File: src/rtl/acc_pkg.sv
// ============================================================================
//  Module      : acc_pkg
//  Description : Shared types and constants for the csa_accumulator block.
//  Revision    : 1.0 - initial release
// ============================================================================
`timescale 1ns/1ps
`default_nettype none

package acc_pkg;

    localparam int unsigned ACC_WIDTH = 16;
    localparam int unsigned ACC_CNT_W = 8;

    localparam logic [ACC_WIDTH-1:0] ACC_SAT_VAL = 16'hFFFF;

    typedef enum logic [1:0] {
        ST_IDLE  = 2'd0,
        ST_ACCUM = 2'd1,
        ST_DONE  = 2'd2
    } acc_state_e;

endpackage : acc_pkg

`default_nettype wire

File: src/rtl/CSA_16bit.sv
// ============================================================================
//  Module      : CSA_16bit
//  Description : 16-bit carry-select adder built from 4-bit ripple blocks.
//  Revision    : 1.0 - initial release
// ============================================================================
`timescale 1ns/1ps
`default_nettype none

module CSA_16bit (
    input  logic [15:0] A,
    input  logic [15:0] B,
    output logic [15:0] S,
    output logic        C_out
);

    localparam int unsigned BLK_W = 4;
    localparam int unsigned N_BLK = 16 / BLK_W;

    // Ripple-carry 4-bit add; returns {carry_out, sum}.
    function automatic logic [BLK_W:0] rca4(
        input logic [BLK_W-1:0] a,
        input logic [BLK_W-1:0] b,
        input logic             cin
    );
        logic [BLK_W:0]   c;
        logic [BLK_W-1:0] s;
        c[0] = cin;
        for (int i = 0; i < BLK_W; i++) begin
            s[i]   = a[i] ^ b[i] ^ c[i];
            c[i+1] = (a[i] & b[i]) | (c[i] & (a[i] ^ b[i]));
        end
        return {c[BLK_W], s};
    endfunction

    logic [N_BLK:0] w_carry;

    assign w_carry[0] = 1'b0;

    // Each block precomputes both carry-in outcomes; the incoming carry selects.
    for (genvar gi = 0; gi < N_BLK; gi++) begin : g_blk
        logic [BLK_W:0] w_r0;
        logic [BLK_W:0] w_r1;

        assign w_r0 = rca4(A[gi*BLK_W +: BLK_W], B[gi*BLK_W +: BLK_W], 1'b0);
        assign w_r1 = rca4(A[gi*BLK_W +: BLK_W], B[gi*BLK_W +: BLK_W], 1'b1);

        assign S[gi*BLK_W +: BLK_W] = w_carry[gi] ? w_r1[BLK_W-1:0] : w_r0[BLK_W-1:0];
        assign w_carry[gi+1]        = w_carry[gi] ? w_r1[BLK_W]     : w_r0[BLK_W];
    end : g_blk

    assign C_out = w_carry[N_BLK];

endmodule : CSA_16bit

`default_nettype wire

File: src/rtl/csa_accumulator.sv
// ============================================================================
//  Module      : csa_accumulator
//  Description : Streaming multi-operand reduction around CSA_16bit.
//                Optional saturation compiled in with ACC_SATURATE_EN.
//  Revision    : 1.0 - initial release
// ============================================================================
`timescale 1ns/1ps
`default_nettype none

module csa_accumulator
    import acc_pkg::*;
#(
    parameter int unsigned WIDTH = ACC_WIDTH,
    parameter int unsigned CNT_W = ACC_CNT_W
) (
    input  logic             clk,
    input  logic             rst_n,
    input  logic             start,
    input  logic [CNT_W-1:0] len,
    input  logic             in_valid,
    output logic             in_ready,
    input  logic [WIDTH-1:0] in_data,
    output logic             out_valid,
    input  logic             out_ready,
    output logic [WIDTH-1:0] out_sum,
    output logic             out_ovf,
    output logic             busy
);

    acc_state_e       state_q, state_d;
    logic [WIDTH-1:0] acc_q, acc_d;
    logic             ovf_q, ovf_d;
    logic [CNT_W-1:0] remaining_q, remaining_d;

    logic [WIDTH-1:0] w_sum;
    logic             w_cout;
    logic             w_xfer;
    logic [WIDTH-1:0] w_acc_next;

    CSA_16bit u_adder (
        .A     (acc_q),
        .B     (in_data),
        .S     (w_sum),
        .C_out (w_cout)
    );

`ifdef ACC_SATURATE_EN
    // A carry-out means the true sum exceeded the range; clamp to full scale.
    assign w_acc_next = w_cout ? ACC_SAT_VAL : w_sum;
`else
    assign w_acc_next = w_sum;
`endif

    assign w_xfer = in_valid && in_ready;

    always_ff @(posedge clk or negedge rst_n) begin
        if (!rst_n) begin
            state_q     <= ST_IDLE;
            acc_q       <= '0;
            ovf_q       <= 1'b0;
            remaining_q <= '0;
        end else begin
            state_q     <= state_d;
            acc_q       <= acc_d;
            ovf_q       <= ovf_d;
            remaining_q <= remaining_d;
        end
    end

    always_comb begin
        state_d     = state_q;
        acc_d       = acc_q;
        ovf_d       = ovf_q;
        remaining_d = remaining_q;
        in_ready    = 1'b0;
        out_valid   = 1'b0;

        unique case (state_q)
            ST_IDLE: begin
                if (start) begin
                    acc_d       = '0;
                    ovf_d       = 1'b0;
                    remaining_d = len;
                    state_d     = (len == '0) ? ST_DONE : ST_ACCUM;
                end
            end
            ST_ACCUM: begin
                in_ready = 1'b1;
                if (w_xfer) begin
                    acc_d       = w_acc_next;
                    ovf_d       = ovf_q | w_cout;
                    remaining_d = remaining_q - CNT_W'(1);
                    if (remaining_q == CNT_W'(1)) begin
                        state_d = ST_DONE;
                    end
                end
            end
            ST_DONE: begin
                out_valid = 1'b1;
                if (out_ready) begin
                    state_d = ST_IDLE;
                end
            end
            default: begin
                state_d = ST_IDLE;
            end
        endcase
    end

    assign out_sum = acc_q;
    assign out_ovf = ovf_q;
    assign busy    = (state_q != ST_IDLE);

endmodule : csa_accumulator

`default_nettype wire
File: config.mk
export PLATFORM = sky130hd
export DESIGN_NAME = csa_accumulator
export DESIGN_NICKNAME = d
export VERILOG_FILES = /design/src/rtl/acc_pkg.sv /design/src/rtl/CSA_16bit.sv /design/src/rtl/csa_accumulator.sv
export SDC_FILE = /design/constraint.sdc
export NUM_CORES = 1
export LEC_CHECK = 0
export CAP_MARGIN = 15
export CORE_MARGIN = 4
export CORE_UTILIZATION = 48
export DETAILED_ROUTE_END_ITERATION = 10
export GPL_TIMING_DRIVEN = 0
export PLACE_DENSITY_LB_ADDON = 0.25
export REMOVE_ABC_BUFFERS = 1
export SETUP_SLACK_MARGIN = 0.05
export SYNTH_ARGS = -nofsm -noshare
export SYNTH_HDL_FRONTEND = slang
export SYNTH_SLANG_ARGS = --single-unit
File: constraint.sdc
create_clock -name clk -period 7.3 [get_ports clk]
set_input_delay 0.73 -clock clk [delete_from_list [all_inputs] [get_ports clk]]
set_output_delay 0.73 -clock clk [all_outputs]
set_load 0.03 [all_outputs]
==> flow_summary.yaml, run 1 <==
worst_setup_path:
  critical_path_class: "in -> reg"
  reg2regPathDepth: 21
  endpoint_kind: "register"
  cp-start-kind: "input pin"
  worstPathArrival_ns: 6.37
  r2r_slack_ns: 1.62
  worstPathRequired_ns: 7.47
  r2r-start: "out_sum[0]"
  cp_max_fo: 2
  worstReg2RegEnd: "out_sum[15]"
yosys:
  async_flop_share_pct: 100
  ys_types: 42
  yosysTopAreaCell: "dfrtp_1"
  ys_ff_latch: 27
  yosys-top-cells-count: "31 x inv_1, 27 x dfrtp_1, 13 x o21ai_0"
  avgSynthCellArea_um2: 10.4
  syn_area_um2: 1830
  yosysWarningCount: 0
  syn_inst: 176
  yosysMostFrequentCell: "inv_1"
  synth_edf_count: 0
  yosys-top-cells-area: "dfrtp_1 37%, fa_1 13%, inv_1 6.4%, ha_1 6.2%, o21ai_0 3.6%"
  seq_area_frac_synth_pct: 36.9
  synth_top_area_share_pct: 36.9
  synth_top_flop_cell: "dfrtp_1"
timing:
  min_period_over_period_pct: 84.9
  relSlewSlack_pct: 29.0
  finClkSkew_ns: 0.00313
  layout_setup_ws_ns: 1.10
  rsz0062_at_grt: "no"
  worstMarginPinSlew_ns: 1.03
  fin_tns_setup_ns: 0
  fmax_mhz: 161
  slew_violations: 0
  setup_viol: 0
  min_period_ns: 6.20
  hold_viol_final: 0
cts:
  cts_buffers: 3
  clock-sinks: 27
  clkTransAtPathRegs_ns: 0.09
  holdBufCountCts: 0
  tritoncts: "built"
  cts_root_buf: "clkbuf_8"
  h-tree-depth: 1
  cts_resized: 0
  cts_setup_buffers: 0
  clockBufferDepth: 2
  clk_latency_ns: 0.27
min_path:
  worstHoldPathCells: 1
  holdPathEnd: "out_sum[5]"
  worstHoldStart: "out_sum[5]"
  min_path_type: "reg -> reg"
route:
  dr.pass1.iters: 4
  wirelength_mm: 4.37
  via_count: 1533
  drtIter0Drc: 22
  avgRoutedWirePerCell_um: 16.2
  antenna_left: 0
  route.detailed.drc: 0
  vias_per_cell: 5.70
final_layout:
  drive_above_1_share_pct: 4.52
  n_antenna_cell: 0
  design_area_um2: 2400
  final_util_pct: 65.7
  final_cell_count_no_fill: 269
  syn2layout_area_growth_pct: 31.5
  final_nets: 272
floorplanning:
  die_h_um: 69.7
  ios: 49
  die_x_um: 69.7
  rows: 22
  dieArea_um2: 4860
  start_util_pct: 50.0
  coreArea_um2: 3660
placed_design:
  place.gp.congestion: 0.831
  dp_cells: 265
  port_buffers: 48
  post-dp-hpwl_mm: 3.40
  place_area_um2: 2360
  place_ws_ns: 0.827
grt:
  grt_use_total_pct: 19.0
  antenna_found_initial: 0
  grt_max_degree: 27
  grt_overflow_total: 0
  grt_pass1_wl_mm: 7.48
  grt_pass1_vias: 1571
power_and_ir_drop:
  cellPowerDensity_nw_per_um2: 381
  p_leak_nw: 1.02
  ir_drop_uv: 193
run_status:
  status: "completed"
job:
  cap_violations: 0
## report_power, final
group          switching (W)  internal, W
logic               0.000283     0.000242
clock network      0.0000470    0.0000392
registers          0.0000906     0.000214
total               0.000421     0.000495
## area by class of cell
cell class	instances	area (um2)
Clock buffer	4	45.0
Fill cell	309	1260
Inverter	31	116
Multi-Input combinational cell	110	1000
Sequential cell	27	676
Tap cell	48	60.1
Timing Repair Buffer	49	508
## worst max path at each step
stage / depth (start not counted) / slack, ns / end / startpoint
after floorplan: 21 / 1.64 / out_sum[15] / in_data[0]
after global placement: 22 / 0.93 / out_sum[15] / in_data[0]
after detailed placement: 22 / 0.83 / out_sum[15] / in_data[0]
after CTS: 22 / 1.07 / out_sum[15] / in_data[0]
after global routing: 22 / 0.85 / out_sum[15] / in_data[0]
final: 22 / 1.10 / out_sum[15] / in_data[0]
## critical path: stages
cell and delay, ns:
clkdlybuf4s50_1 0.46, ha_1 0.14, inv_1 0.05, fa_1 0.37, fa_1 0.37, inv_1 0.08
fa_1 0.23, mux2i_1 0.11, fa_1 0.39, fa_1 0.39, inv_1 0.09, fa_1 0.24
mux2i_1 0.12, fa_1 0.39, fa_1 0.38, inv_1 0.08, fa_1 0.22, mux2i_1 0.11
fa_1 0.39, fa_1 0.39, fa_1 0.44, a22o_1 0.21
## routing by layer
layer	GRT usage (%)	vias up	wire length [um]
li1	-	709	-
met1	25.9	765	1830
met2	31.1	54	2250
met3	3.48	5	233
met4	5.11	0	51
met5	0	-	0
## state kept, by name, summed over array words and instances, names as in the netlist
register	cells
state_q	2
remaining_q	8
out_ovf	1
out_sum	16
## cells in the final DEF (no fill, tap or decap), types with 4 or more instances in the layout
master / netlist / final
a22o_1: 7 / 7
clkdlybuf4s50_1: 0 / 48
dfrtp_1: 27 / 27
fa_1: 12 / 12
ha_1: 9 / 9
inv_1: 31 / 31
mux2i_1: 4 / 4
nand2_1: 6 / 6
nor2b_1: 4 / 4
o21ai_0: 13 / 13
o2bb2ai_1: 6 / 6
## kinds of logic after synthesis
group / after synthesis / share of synthesized area (%)
compound gates: 44 / 17.9
xor+xnor: 3 / 1.44
fa+ha+maj: 21 / 19.3
buf+inv: 39 / 8.41
flops: 27 / 36.9
mux: 5 / 2.80
simple gates: 37 / 13.3
## stage by stage
| stage | total power (W) | hold WS [ns] |
|---|---|---|
| 3_3_place_gp | 0.000800 | 0.492 |
| 3_5_place_dp | 0.000835 | 0.509 |
| 4_1_cts | 0.000922 | 0.529 |
| 5_1_grt | 0.000981 | 0.555 |
| 2_1_floorplan | 0.000629 | 0.434 |
| 6_report | 0.000915 | 0.525 |
Power figures use the tool's default switching activity.
==> run 2: changes to the inputs <==
--- a/config.mk
+++ b/config.mk
@@ -7,7 +7,7 @@
 export LEC_CHECK = 0
 export CAP_MARGIN = 15
 export CORE_MARGIN = 4
-export CORE_UTILIZATION = 48
+export CORE_UTILIZATION = 44
 export DETAILED_ROUTE_END_ITERATION = 10
 export GPL_TIMING_DRIVEN = 0
 export PLACE_DENSITY_LB_ADDON = 0.25
==> constraint.sdc (replaced) <==
create_clock -name clk -period 5.15 [get_ports clk]
set_input_delay 0.515 -clock clk [delete_from_list [all_inputs] [get_ports clk]]
set_output_delay 0.515 -clock clk [all_outputs]
set_load 0.03 [all_outputs]
==> flow_summary.yaml, run 2 (synthesized netlist as in run 1, its figures left out) <==
final_layout:
  n_antenna_cell: 0
  design_area_um2: 2500
  drive_above_1_share_pct: 17.3
  largest_reg_flops: 16
  mostFrequentLayoutCells: "46 x clkdlybuf4s50_1, 27 x dfrtp_1, 26 x inv_1"
  final_nets: 277
  layout_commonest_cell: "clkdlybuf4s50_1"
  syn2layout_area_growth_pct: 36.5
floorplanning:
  rows: 23
  die_h_um: 72.5
  coreArea_um2: 4000
  dieArea_um2: 5250
  start_util_pct: 45.7
  die_x_um: 72.5
  ios: 49
cts:
  cts_buffers: 3
  clk_latency_ns: 0.27
  cts_root_buf: "clkbuf_8"
  h-tree-depth: 1
  clock-sinks: 27
  holdBufCountCts: 0
  tritoncts: "built"
  clockBufferDepth: 2
  clkTransAtPathRegs_ns: 0.10
worst_setup_path:
  crit_top_cell: "fa_2"
  startpoint: "out_sum[0]"
  worstReg2RegEnd: "out_sum[15]"
  crit_path_cell_trace: "ha_2, inv_2, fa_2, fa_2, inv_2, fa_2, mux2i_4, fa_2, fa_2, inv_2, fa_2, mux2i_2, fa_2, fa_2, inv_2, fa_2, mux2i_2, fa_2, fa_2, fa_2, a22o_1"
  worstPathRequired_ns: 5.37
  path_delay_family: "adder cells"
  critical_path_depth: 21
  worstPathArrival_ns: 5.46
  crit_end: "out_sum[15]"
  cp-start-kind: "register"
  endpoint_kind: "register"
  critical_path_class: "reg -> reg"
  reg2regPathDepth: 21
  cp_max_fo: 2
  max_stage_delay_ns: 0.52
  crit_buf_inv: 4
  r2r-start: "out_sum[0]"
  crit_path_top_delay_cell: "fa_2"
  r2r_slack_ns: -0.09
timing:
  worstMarginPinSlew_ns: 1.08
  layout_setup_ws_ns: -0.0929
  min_period_over_period_pct: 102
  min_period_ns: 5.24
  rsz0062_at_grt: "yes"
  slew_violations: 0
  fmax_mhz: 191
  setup_viol: 2
  relSlewSlack_pct: 25.9
  fin_tns_setup_ns: -0.112
  finClkSkew_ns: 0.00734
  hold_viol_final: 0
power_and_ir_drop:
  ir_drop_uv: 262
  cellPowerDensity_nw_per_um2: 538
  power.total_w: 0.00134
  p_leak_nw: 1.03
grt:
  grt_overflow_total: 0
  grt_use_total_pct: 17.5
  antenna_found_initial: 0
  grt_pass1_vias: 1517
  grt_pass1_wl_mm: 7.13
  grt_max_degree: 27
route:
  dr.pass1.iters: 4
  wirelength_mm: 4.24
  avgRoutedWirePerCell_um: 15.4
  vias_per_cell: 5.47
  via_count: 1509
  route.detailed.drc: 0
  antenna_left: 0
  drtIter0Drc: 49
min_path:
  min_path_type: "reg -> reg"
placed_design:
  post-dp-hpwl_mm: 3.15
  place_area_um2: 2360
  port_buffers: 48
  place_ws_ns: -1.11
  place.gp.congestion: 0.849
run_status:
  violations: "negative setup slack"
  status: "finished with violations"
job:
  cap_violations: 0
-- run 2: cell types whose count changed in the layout (fill, tap and decap cells not counted), moves of 2 or more --
cell,previous run,this run
buf_4,0,5
clkdlybuf4s50_1,48,46
inv_2,0,5
mux2i_2,0,2
inv_1,31,26
fa_2,0,12
fa_1,12,0
mux2i_1,4,1
-- run 2: worst min path at each step --
stage	start	to	slack (ns)	cells past startpoint
2_1_floorplan	rst_n	out_ovf	0.22	0
3_3_place_gp	out_sum[10]	out_sum[10]	0.49	1
3_5_place_dp	out_sum[6]	out_sum[6]	0.51	1
4_1_cts	out_sum[6]	out_sum[6]	0.53	1
5_1_grt	out_sum[9]	out_sum[9]	0.55	1
6_report	out_sum[6]	out_sum[6]	0.52	1
-- run 2: cell type report --
| type | instances | area [um2] |
|---|---|---|
| Clock buffer | 3 | 41.3 |
| Inverter | 31 | 116 |
| Multi-Input combinational cell | 110 | 1060 |
| Tap cell | 50 | 62.6 |
| Sequential cell | 27 | 676 |
| Fill cell | 344 | 1500 |
| Timing Repair Buffer | 54 | 539 |
| Clock inverter | 1 | 5.00 |
-- run 2: routing by layer --
metal / vias up / GRT usage (%) / share of wire (%)
met5: - / 0 / 0
met4: 0 / 3.28 / 0.52
met3: 2 / 3.74 / 6.2
met2: 41 / 28.8 / 51
met1: 749 / 24.0 / 43
li1: 717 / - / -
-- run 2: report_power, final --
part           total, W  leakage, nW  internal, W  switching (W)
sequential     0.000432        0.331     0.000303       0.000129
clock          0.000121       0.0255    0.0000543      0.0000671
combinational  0.000791        0.674     0.000383       0.000408
-- run 2: what timing repair did --
item / CTS / global route
resized for setup: 27 / 1
pin swaps: 16 / 14
endpoints found under the setup margin: 4 / 4
setup buffers: 4 / 1
-- run 2: stage by stage --
stage          utilization [%]  hold slack [ns]  std cells
3_3_place_gp              58.4            0.494        266
4_1_cts                   62.0            0.527        275
3_5_place_dp              59.1            0.506        267
6_report                  62.4            0.524        276
2_1_floorplan                -            0.219        168
5_1_grt                   62.4            0.548        276
==> run 3: changes to the inputs <==
--- a/config.mk
+++ b/config.mk
@@ -10,9 +10,11 @@
 export CORE_UTILIZATION = 44
 export DETAILED_ROUTE_END_ITERATION = 10
 export GPL_TIMING_DRIVEN = 0
-export PLACE_DENSITY_LB_ADDON = 0.25
+export PLACE_DENSITY = 0.77
 export REMOVE_ABC_BUFFERS = 1
 export SETUP_SLACK_MARGIN = 0.05
+export SLEW_MARGIN = 5
 export SYNTH_ARGS = -nofsm -noshare
 export SYNTH_HDL_FRONTEND = slang
 export SYNTH_SLANG_ARGS = --single-unit
+export TNS_END_PERCENT = 20
==> flow_summary.yaml, run 3 (synthesized netlist as in run 1, its figures left out) <==
power_and_ir_drop:
  p_leak_nw: 1.02
  ir_drop_uv: 383
  cellPowerDensity_nw_per_um2: 546
floorplanning:
  dieArea_um2: 5250
  rows: 23
  coreArea_um2: 4000
  die_x_um: 72.5
  die_h_um: 72.5
  ios: 49
  start_util_pct: 45.7
cts:
  cts_buffers: 3
  h-tree-depth: 1
  clk_latency_ns: 0.29
  clock-sinks: 27
  cts_root_buf: "clkbuf_8"
  clkTransAtPathRegs_ns: 0.10
  clockBufferDepth: 2
  tritoncts: "built"
route:
  route.detailed.drc: 0
  antenna_left: 0
  via_count: 1509
  drtIter0Drc: 45
  wirelength_mm: 4.44
  vias_per_cell: 5.47
  dr.pass1.iters: 4
  avgRoutedWirePerCell_um: 16.1
worst_setup_path:
  r2r-start: "out_sum[0]"
  worstPathArrival_ns: 5.41
  max_stage_delay_ns: 0.43
  worstPathRequired_ns: 5.33
  crit_top_cell: "fa_2"
  endpoint_kind: "register"
  reg2regPathDepth: 21
  cp_max_fo: 2
  crit_path_cell_trace: "ha_2, inv_2, fa_2, fa_2, inv_2, fa_2, mux2i_2, fa_2, fa_2, inv_2, fa_2, mux2i_2, fa_2, fa_2, inv_2, fa_2, mux2i_2, fa_2, fa_2, fa_1, a22o_1"
  r2r_slack_ns: -0.08
  critical_path_class: "reg -> reg"
  crit_path_top_delay_cell: "fa_1"
  worstReg2RegEnd: "out_sum[15]"
  path_delay_family: "adder cells"
  critical_path_depth: 21
  cp-start-kind: "register"
  crit_buf_inv: 4
final_layout:
  drive_above_1_share_pct: 16.4
  mostFrequentLayoutCells: "46 x clkdlybuf4s50_1, 27 x dfrtp_1, 26 x inv_1"
  largest_reg_flops: 16
  n_antenna_cell: 0
  final_util_pct: 61.8
  layout_commonest_cell: "clkdlybuf4s50_1"
  syn2layout_area_growth_pct: 35.1
  final_nets: 277
grt:
  antenna_found_initial: 0
  grt_pass1_wl_mm: 7.34
  grt_pass1_vias: 1513
  grt_use_total_pct: 17.9
  grt_max_degree: 27
  grt_overflow_total: 0
timing:
  finClkSkew_ns: 0.00971
  min_period_over_period_pct: 102
  worstMarginPinSlew_ns: 1.08
  min_period_ns: 5.23
  fmax_mhz: 191
  slew_violations: 0
  layout_setup_ws_ns: -0.0809
  setup_viol: 2
  rsz0062_at_grt: "yes"
  relSlewSlack_pct: 25.7
  hold_viol_final: 0
min_path:
  min_path_type: "reg -> reg"
  holdPathEnd: "out_sum[6]"
  worstHoldPathCells: 1
  worstHoldStart: "out_sum[6]"
placed_design:
  place.gp.congestion: 0.884
  port_buffers: 48
  post-dp-hpwl_mm: 3.21
  place_ws_ns: -1.11
run_status:
  violations: "negative setup slack"
  status: "finished with violations"
job:
  cap_violations: 0
==> run 3: changes by cell type in the layout (fill, tap and decap cells not counted), sizes merged <==
cell	delta
clkinv	-1
clkinvlp	+1
==> run 3: worst max path at each step <==
stage                       end  startpoint  slack (ns)
floorplan           out_sum[15]  out_sum[0]       -0.37
global placement    out_sum[15]  in_data[0]       -1.03
detailed placement  out_sum[15]  in_data[0]       -1.11
CTS                 out_sum[15]  out_sum[0]       -0.47
global route        out_sum[15]  out_sum[0]       -0.24
finish              out_sum[15]  out_sum[0]       -0.08
==> run 3: layer usage <==
layer	track usage (%)	vias up	part of all wire (%)
met5	0	-	0
met4	6.15	0	1.5
met2	29.9	36	52
li1	-	718	-
met1	24.2	750	43
met3	2.08	5	3.8
==> run 3: worst register-to-register path, cell delays in order (launching register included) <==
cell and delay [ns]:
dfrtp_1 0.37, ha_2 0.18, inv_2 0.04, fa_2 0.34
fa_2 0.34, inv_2 0.06, fa_2 0.21, mux2i_2 0.08
fa_2 0.34, fa_2 0.35, inv_2 0.06, fa_2 0.23
mux2i_2 0.23, fa_2 0.24, fa_2 0.19, inv_2 0.04
fa_2 0.35, mux2i_2 0.17, fa_2 0.34, fa_2 0.34
fa_1 0.43, a22o_1 0.19
==> run 3: final cells by class <==
type / count / area [um2]
Clock inverter: 1 / 7.51
Fill cell: 341 / 1530
Sequential cell: 27 / 676
Inverter: 31 / 116
Multi-Input combinational cell: 110 / 1040
Clock buffer: 3 / 41.3
Timing Repair Buffer: 54 / 527
Tap cell: 50 / 62.6
==> run 3: through the flow <==
step                std cells  hold slack (ns)  power, W  cell area, um2  setup TNS, ns
floorplan                 168            0.219  0.000892            1790         -0.669
global placement          266            0.497   0.00114            2330          -3.05
detailed placement        267            0.508   0.00117            2350          -3.36
CTS                       275            0.532   0.00135            2460         -0.987
global route              276            0.560   0.00146            2470         -0.441
finish                    276            0.524   0.00135            2470         -0.119
==> run 3: repair_timing <==
action                                  4_1_cts  5_1_grt
hold buffers                                  0        0
endpoints found under the setup margin        4        4
setup buffers                                 4        1
pin swaps                                    15       13
resized for setup                            24        0
==> run 3: power breakdown <==
part,internal (W),total [W],switching [W]
clock network,0.0000552,0.000130,0.0000743
logic,0.000376,0.000786,0.000410
registers,0.000303,0.000435,0.000132
total,0.000734,0.00135,0.000616
